File: src/rtl/mandel_job_scheduler_pkg.sv
// Shared constants and state type for the Mandelbrot job scheduler.
// Frame geometry defaults, bus widths and the scheduler FSM states.
package mandel_pkg;

    localparam int H_DISPLAY    = 640;
    localparam int V_DISPLAY    = 480;
    localparam int FRAME_PIXELS = H_DISPLAY * V_DISPLAY;

    localparam int ADDR_W  = 19;
    localparam int COLOR_W = 8;

    typedef enum logic [1:0] {
        IDLE,
        RUN,
        DRAIN,
        DONE
    } state_e;

endpackage

File: src/rtl/mandel_job_scheduler_if.sv
// Job dispatch, result return and frame-memory write bus.
// master: scheduler side; slave: calc units plus frame memory.
interface mandel_job_scheduler_if #(
    parameter int NUM_UNITS = 4,
    parameter int ADDR_W    = mandel_pkg::ADDR_W,
    parameter int COLOR_W   = mandel_pkg::COLOR_W
);

    logic [NUM_UNITS-1:0]         job_valid;
    logic [NUM_UNITS-1:0]         job_ready;
    logic [9:0]                   job_x;
    logic [9:0]                   job_y;
    logic [ADDR_W-1:0]            job_addr;
    logic [NUM_UNITS-1:0]         res_valid;
    logic [NUM_UNITS-1:0]         res_ready;
    logic [NUM_UNITS*ADDR_W-1:0]  res_addr;
    logic [NUM_UNITS*COLOR_W-1:0] res_color;
    logic                         mem_we;
    logic [ADDR_W-1:0]            mem_addr;
    logic [COLOR_W-1:0]           mem_wdata;

    modport master (
        output job_valid, job_x, job_y, job_addr,
        output res_ready, mem_we, mem_addr, mem_wdata,
        input  job_ready, res_valid, res_addr, res_color
    );

    modport slave (
        input  job_valid, job_x, job_y, job_addr,
        input  res_ready, mem_we, mem_addr, mem_wdata,
        output job_ready, res_valid, res_addr, res_color
    );

endinterface

File: src/rtl/mandel_job_scheduler_rr_arbiter.sv
// Round-robin arbiter: one-hot grant over req_i searching from ptr.
// Ports: req_i requests, advance_i moves ptr past winner, grant_o.
module rr_arbiter #(
    parameter int N = 4
) (
    input  logic         clk,
    input  logic         reset,
    input  logic [N-1:0] req_i,
    input  logic         advance_i,
    output logic [N-1:0] grant_o
);

    localparam int PW = (N > 1) ? $clog2(N) : 1;

    logic [PW-1:0] ptr_q;
    logic [PW-1:0] ptr_d;
    logic [PW-1:0] sel;
    logic          found;

    always_comb begin
        grant_o = '0;
        found   = 1'b0;
        sel     = ptr_q;
        for (int i = 0; i < N; i++) begin
            if (!found && req_i[(int'(ptr_q) + i) % N]) begin
                found = 1'b1;
                sel   = PW'((int'(ptr_q) + i) % N);
            end
        end
        if (found) grant_o[sel] = 1'b1;

        ptr_d = ptr_q;
        if (advance_i && found) begin
            ptr_d = (sel == PW'(N - 1)) ? '0 : sel + PW'(1);
        end
    end

    always_ff @(posedge clk or posedge reset) begin
        if (reset) ptr_q <= '0;
        else       ptr_q <= ptr_d;
    end

endmodule

File: src/rtl/mandel_job_scheduler.sv
// Hands pixel jobs to ready calc units and arbitrates their results
// onto the frame-memory write port. Ports: clk, reset, start, busy,
// done, bus (job offer, result grant, memory write).
module mandel_job_scheduler #(
    parameter int H_DISPLAY = mandel_pkg::H_DISPLAY,
    parameter int V_DISPLAY = mandel_pkg::V_DISPLAY,
    parameter int NUM_UNITS = 4,
    parameter int ADDR_W    = mandel_pkg::ADDR_W,
    parameter int COLOR_W   = mandel_pkg::COLOR_W
) (
    input  logic clk,
    input  logic reset,
    input  logic start,
    output logic busy,
    output logic done,
    mandel_job_scheduler_if.master bus
);

    import mandel_pkg::*;

    localparam int                NPIX   = H_DISPLAY * V_DISPLAY;
    localparam logic [ADDR_W-1:0] LAST_A = ADDR_W'(NPIX - 1);
    localparam logic [ADDR_W-1:0] A_ONE  = ADDR_W'(1);
    localparam logic [ADDR_W:0]   NPIX_C = (ADDR_W + 1)'(NPIX);
    localparam logic [ADDR_W:0]   C_ONE  = (ADDR_W + 1)'(1);
    localparam logic [9:0]        X_LAST = 10'(H_DISPLAY - 1);

    state_e               state_q, state_d;
    logic [9:0]           x_q, x_d;
    logic [9:0]           y_q, y_d;
    logic [ADDR_W-1:0]    addr_q, addr_d;
    logic [ADDR_W:0]      wcnt_q, wcnt_d;
    logic                 we_q, we_d;
    logic [ADDR_W-1:0]    maddr_q, maddr_d;
    logic [COLOR_W-1:0]   mdata_q, mdata_d;

    logic [NUM_UNITS-1:0] job_req, job_gnt;
    logic [NUM_UNITS-1:0] res_req, res_gnt;
    logic                 dispatch_en, wb_en;
    logic                 job_xfer, res_xfer;
    logic [ADDR_W-1:0]    wb_addr;
    logic [COLOR_W-1:0]   wb_color;

    assign dispatch_en = (state_q == RUN);
    assign wb_en       = (state_q == RUN) || (state_q == DRAIN);

    // Gating the requests keeps both grants zero outside their states,
    // so results stay held in the units rather than being dropped.
    assign job_req  = bus.job_ready & {NUM_UNITS{dispatch_en}};
    assign res_req  = bus.res_valid & {NUM_UNITS{wb_en}};
    assign job_xfer = |job_gnt;
    assign res_xfer = |res_gnt;

    rr_arbiter #(.N(NUM_UNITS)) u_job_arb (
        .clk       (clk),
        .reset     (reset),
        .req_i     (job_req),
        .advance_i (job_xfer),
        .grant_o   (job_gnt)
    );

    rr_arbiter #(.N(NUM_UNITS)) u_res_arb (
        .clk       (clk),
        .reset     (reset),
        .req_i     (res_req),
        .advance_i (res_xfer),
        .grant_o   (res_gnt)
    );

    always_comb begin
        wb_addr  = '0;
        wb_color = '0;
        for (int k = 0; k < NUM_UNITS; k++) begin
            if (res_gnt[k]) begin
                wb_addr  = bus.res_addr[k*ADDR_W +: ADDR_W];
                wb_color = bus.res_color[k*COLOR_W +: COLOR_W];
            end
        end
    end

    always_comb begin
        state_d = state_q;
        x_d     = x_q;
        y_d     = y_q;
        addr_d  = addr_q;
        wcnt_d  = wcnt_q;
        we_d    = res_xfer;
        maddr_d = maddr_q;
        mdata_d = mdata_q;

        if (res_xfer) begin
            maddr_d = wb_addr;
            mdata_d = wb_color;
        end
        if (we_q) wcnt_d = wcnt_q + C_ONE;

        if (job_xfer) begin
            addr_d = addr_q + A_ONE;
            if (x_q == X_LAST) begin
                x_d = '0;
                y_d = y_q + 10'd1;
            end else begin
                x_d = x_q + 10'd1;
            end
        end

        unique case (state_q)
            IDLE, DONE: begin
                if (start) begin
                    state_d = RUN;
                    x_d     = '0;
                    y_d     = '0;
                    addr_d  = '0;
                    wcnt_d  = '0;
                end
            end
            RUN: begin
                if (job_xfer && addr_q == LAST_A) state_d = DRAIN;
            end
            DRAIN: begin
                // Leave on the final write so done shows the next cycle.
                if (we_q && (wcnt_q + C_ONE) == NPIX_C) state_d = DONE;
            end
            default: state_d = IDLE;
        endcase
    end

    always_ff @(posedge clk or posedge reset) begin
        if (reset) begin
            state_q <= IDLE;
            x_q     <= '0;
            y_q     <= '0;
            addr_q  <= '0;
            wcnt_q  <= '0;
            we_q    <= 1'b0;
            maddr_q <= '0;
            mdata_q <= '0;
        end else begin
            state_q <= state_d;
            x_q     <= x_d;
            y_q     <= y_d;
            addr_q  <= addr_d;
            wcnt_q  <= wcnt_d;
            we_q    <= we_d;
            maddr_q <= maddr_d;
            mdata_q <= mdata_d;
        end
    end

    assign busy          = wb_en;
    assign done          = (state_q == DONE);
    assign bus.job_valid = job_gnt;
    assign bus.job_x     = x_q;
    assign bus.job_y     = y_q;
    assign bus.job_addr  = addr_q;
    assign bus.res_ready = res_gnt;
    assign bus.mem_we    = we_q;
    assign bus.mem_addr  = maddr_q;
    assign bus.mem_wdata = mdata_q;

endmodule

File: src/flat_wrapper.sv
// flat-port wrapper written by rule: the top's interface ports become plain ports
module mandel_job_scheduler_flat import mandel_pkg::*;
#(
    parameter int H_DISPLAY = mandel_pkg::H_DISPLAY,
    parameter int V_DISPLAY = mandel_pkg::V_DISPLAY,
    parameter int NUM_UNITS = 4,
    parameter int ADDR_W    = mandel_pkg::ADDR_W,
    parameter int COLOR_W   = mandel_pkg::COLOR_W
)
  (clk, reset, start, busy, done, bus_job_valid, bus_job_x, bus_job_y, bus_job_addr, bus_res_ready, bus_mem_we, bus_mem_addr, bus_mem_wdata, bus_job_ready, bus_res_valid, bus_res_addr, bus_res_color);
  mandel_job_scheduler_if #(.NUM_UNITS(NUM_UNITS), .ADDR_W(ADDR_W), .COLOR_W(COLOR_W)) bus_i ();
  input  logic clk;
  input  logic reset;
  input  logic start;
  output logic busy;
  output logic done;
  output wire logic [$bits(bus_i.job_valid)-1:0] bus_job_valid;
  output wire logic [$bits(bus_i.job_x)-1:0] bus_job_x;
  output wire logic [$bits(bus_i.job_y)-1:0] bus_job_y;
  output wire logic [$bits(bus_i.job_addr)-1:0] bus_job_addr;
  output wire logic [$bits(bus_i.res_ready)-1:0] bus_res_ready;
  output wire logic [$bits(bus_i.mem_we)-1:0] bus_mem_we;
  output wire logic [$bits(bus_i.mem_addr)-1:0] bus_mem_addr;
  output wire logic [$bits(bus_i.mem_wdata)-1:0] bus_mem_wdata;
  input wire logic [$bits(bus_i.job_ready)-1:0] bus_job_ready;
  input wire logic [$bits(bus_i.res_valid)-1:0] bus_res_valid;
  input wire logic [$bits(bus_i.res_addr)-1:0] bus_res_addr;
  input wire logic [$bits(bus_i.res_color)-1:0] bus_res_color;
  assign bus_job_valid = bus_i.job_valid;
  assign bus_job_x = bus_i.job_x;
  assign bus_job_y = bus_i.job_y;
  assign bus_job_addr = bus_i.job_addr;
  assign bus_res_ready = bus_i.res_ready;
  assign bus_mem_we = bus_i.mem_we;
  assign bus_mem_addr = bus_i.mem_addr;
  assign bus_mem_wdata = bus_i.mem_wdata;
  assign bus_i.job_ready = bus_job_ready;
  assign bus_i.res_valid = bus_res_valid;
  assign bus_i.res_addr = bus_res_addr;
  assign bus_i.res_color = bus_res_color;
  mandel_job_scheduler #(.H_DISPLAY(H_DISPLAY), .V_DISPLAY(V_DISPLAY), .NUM_UNITS(NUM_UNITS), .ADDR_W(ADDR_W), .COLOR_W(COLOR_W)) u_core (.clk(clk), .reset(reset), .start(start), .busy(busy), .done(done), .bus(bus_i));
endmodule
File: config.mk
export PLATFORM = sky130hd
export DESIGN_NAME = mandel_job_scheduler_flat
export DESIGN_NICKNAME = d
export VERILOG_FILES = /design/src/rtl/mandel_job_scheduler_pkg.sv /design/src/rtl/mandel_job_scheduler_if.sv /design/src/rtl/mandel_job_scheduler_rr_arbiter.sv /design/src/rtl/mandel_job_scheduler.sv /design/src/flat_wrapper.sv
export SDC_FILE = /design/constraint.sdc
export NUM_CORES = 1
export LEC_CHECK = 0
export ABC_AREA = 0
export CAP_MARGIN = 20
export CORE_MARGIN = 5
export CORE_UTILIZATION = 58
export DETAILED_ROUTE_END_ITERATION = 7
export DONT_BUFFER_PORTS = 1
export HOLD_SLACK_MARGIN = 0.15
export PLACE_DENSITY = 0.78
export SLEW_MARGIN = 5
export SYNTH_ARGS = -nofsm -noshare
export SYNTH_HDL_FRONTEND = slang
export SYNTH_SLANG_ARGS = --single-unit
File: constraint.sdc
create_clock -name clk -period 3.3 [get_ports clk]
set_input_delay 0.825 -clock clk [delete_from_list [all_inputs] [get_ports clk]]
set_output_delay 0.825 -clock clk [all_outputs]
set_load 0.01 [all_outputs]
==> results.py <==
metrics = {
    "floorplan": {
        "die-area_mm2": 0.01180,
        "io_pins": 196,
        "die_w_um": 108.6,
        "die_h_um": 108.6,
        "core-area_mm2": 0.009639,
        "start_util_pct": 58.50,
        "fp-row-count": 36,
    },
    "routing": {
        "vias_per_cell": 6.098,
        "antenna_left": 0,
        "num_vias": 4811,
        "avgRoutedWirePerCell_um": 18.41,
        "drt_wl_total_mm": 14.52,
        "firstDrtPassIters": 4,
        "drc": 0,
        "drt_iter0_drc": 348,
    },
    "power": {
        "p_leak_nw": 2.518,
        "p_per_area_mw_per_mm2": 907.4,
        "ir_drop_mv": 0.7286,
    },
    "critical_path": {
        "crit_start": "u_core.state_q[1]",
        "critPathLaunchType": "flop",
        "reg2reg_from": "u_core.state_q[1]",
        "timing.rr.end": "u_core.bus.job_addr[15]",
        "crit_end": "bus_res_ready[1]",
        "crit_arrival_ns": 2.37,
        "rr_worst_depth": 8,
        "cp-end-kind": "output pin",
        "worstSetupPathType": "flop to output pin",
        "r2r_slack_ns": 0.48,
        "worstPathRequired_ns": 2.47,
        "crit_path_max_fanout": 27,
    },
    "sta": {
        "skew_ns": 0.01351,
        "tns_ns": 0,
        "worstMarginPinSlew_ns": 0.7944,
        "whs_ns": 0.4578,
        "rsz0062_at_grt": "true",
        "setup_viol": 0,
        "hold_viol": 0,
        "max_freq_mhz": 313.4,
        "max_slew_margin_pct": 46.98,
        "post-route-period-util_pct": 96.69,
        "finalMaxSlewViolations": 0,
        "min_period_ns": 3.191,
    },
    "cts": {
        "cts_tree": "done",
        "clockRootBuffer": "clkbuf_8",
        "cts_hold_buffers": 0,
        "cts.sinks": 93,
        "cts_setup_buffers": 0,
        "cts_buffers": 9,
        "h-tree-depth": 3,
        "clk_pin_slew_ns": 0.10,
        "clock_latency_ns": 0.36,
        "clock_path_buffers": 2,
    },
    "final_layout": {
        "multiInputGateArea_mm2": 0.003117,
        "seq_area_mm2": 0.002328,
        "nFillCells": 819,
        "drive_gt1_share_pct": 7.470,
        "synthToLayoutAreaGrowth_pct": 7.744,
        "stdcell_count": 789,
        "num_antenna_cells": 0,
        "final_cell_mix": "nor2_1, dfrtp_1, a21oi_1, nand2_1, nor3_1",
        "layout_commonest_cell": "nor2_1",
        "fin_nets": 786,
    },
    "yosys": {
        "syn_inst": 662,
        "yosys_register_bits": 93,
        "synth.top_cell.area_share_pct": 41.27,
        "syn_area_mm2": 0.005639,
        "seq_area_frac_synth_pct": 41.27,
        "synth_edf_count": 0,
        "yosysTopAreaCell": "dfrtp_1",
        "synth.avg_cell_area_um2": 8.518,
        "ys_types": 51,
        "yosys-top-cells-area": "dfrtp_1, nor2_1, a21oi_1, xor2_1, a221oi_1",
        "yosysWarnings": 0,
        "async_reset_ff_share_pct": 100.0,
        "ys.flop_type": "dfrtp_1",
        "syn_nets": 796,
    },
    "global_route": {
        "grt_usage_pct": 25.21,
        "grt_pass1_vias": 4711,
        "grt_max_degree": 55,
        "overflow": 0,
        "antenna_found_initial": 0,
        "grt_pass1_wl_mm": 23.61,
    },
    "place": {
        "port_buffers": 0,
        "place_hpwl_mm": 10.77,
        "place_inst": 772,
        "gp_congestion": 0.8601,
    },
    "run_status": {
        "run_status": "complete, no violations",
    },
    "hold_path": {
        "hold_path.class": "input pin to asynchronous set/reset pin",
    },
    "run": {
        "drv_cap": 0,
    },
}
synth_stat cells, types with 5 or more instances:
master	number
nor2_1	116
dfrtp_1	93
a21oi_1	66
nand2_1	46
nor3_1	35
xor2_1	30
a221oi_1	29
clkbuf_1	26
xnor2_1	24
nand3_1	23
inv_1	21
nor2b_1	18
ha_1	15
nand4_1	15
and2_1	14
o21ai_0	14
buf_2	7
and3_1	6
nor4_1	6
a31oi_1	5
cell families (layout without fill, tap and decap cells):
family | Yosys count | after routing | synth area share [%]
muxes | 4 | 4 | 0.7100
DFF | 93 | 93 | 41.27
AOI/OAI and AO/OA | 133 | 133 | 15.18
buffers and inverters | 59 | 52 | 4.216
xor gates and xnor gates | 54 | 54 | 8.387
adders and majority gates | 15 | 15 | 3.328
and+or+nand+nor | 304 | 305 | 26.91
critical path, stage by stage, from the launching register on:
cell and delay [ns]:
dfrtp_2 0.45, ha_4 0.27, inv_1 0.13, a21oi_1 0.08, o32a_1 0.40, inv_1 0.11
ha_2 0.21, and2_4 0.17, buf_12 0.17
layer usage:
| layer | GRT usage [%] | routed length (um) | vias to the layer above |
|---|---|---|---|
| li1 | - | - | 2305 |
| met1 | 29.39 | 5476 | 2287 |
| met2 | 44.13 | 7458 | 185 |
| met3 | 6.388 | 1137 | 34 |
| met4 | 10.28 | 450 | 0 |
| met5 | 0 | 0 | - |
power by group:
group          total, mW  internal [mW]  switching [mW]
Sequential          1.83           1.44           0.400
Combinational       2.83           1.15            1.69
Clock              0.845          0.432           0.413
Total               5.51           3.01            2.50
area by class of cell:
type	count	area share [%]
clock buffer	9	2.039
clock inverter	6	1.586
inverter	22	1.421
multi-input combinational	511	51.30
sequential	93	38.32
tap	133	2.739
timing repair buffer	15	2.595
repair_timing:
action | in CTS | in global routing
setup endpoints to repair | 4 | 3
resized for setup | 2 | 5
endpoints found under the hold margin | 0 | 0
cloned | 1 | 0
pin swaps | 1 | 0
stage by stage:
| step | util (%) | area, um2 | setup slack [ns] | total power [mW] |
|---|---|---|---|---|
| after floorplan | - | 5639 | 0.04866 | 3.900 |
| after global placement | 60.31 | 5813 | -0.02744 | 4.468 |
| after detailed placement | 60.31 | 5813 | -0.07455 | 4.601 |
| after CTS | 62.79 | 6052 | 0.01191 | 5.514 |
| after global routing | 63.03 | 6076 | -0.02417 | 6.038 |
| final | 63.03 | 6076 | 0.1092 | 5.513 |
state kept, by name (all words and copies together) (netlist names):
register / flops
u_core.bus.job_addr: 19
u_core.bus.job_x: 10
u_core.bus.job_y: 10
u_core.bus.mem_addr: 19
u_core.bus.mem_wdata: 8
u_core.bus.mem_we: 1
u_core.state_q: 2
u_core.u_job_arb.ptr_q: 2
u_core.u_res_arb.ptr_q: 2
u_core.wcnt_q: 20
how the worst min path moves through the flow:
stage,depth (start not counted),end
2_1_floorplan,2,u_core.wcnt_q[14]
3_3_place_gp,2,u_core.wcnt_q[14]
3_5_place_dp,2,u_core.wcnt_q[17]
4_1_cts,1,u_core.bus.job_y[3]
5_1_grt,1,u_core.bus.job_y[5]
6_report,1,u_core.bus.job_y[3]
No activity file was read; power rests on OpenSTA's default activity.
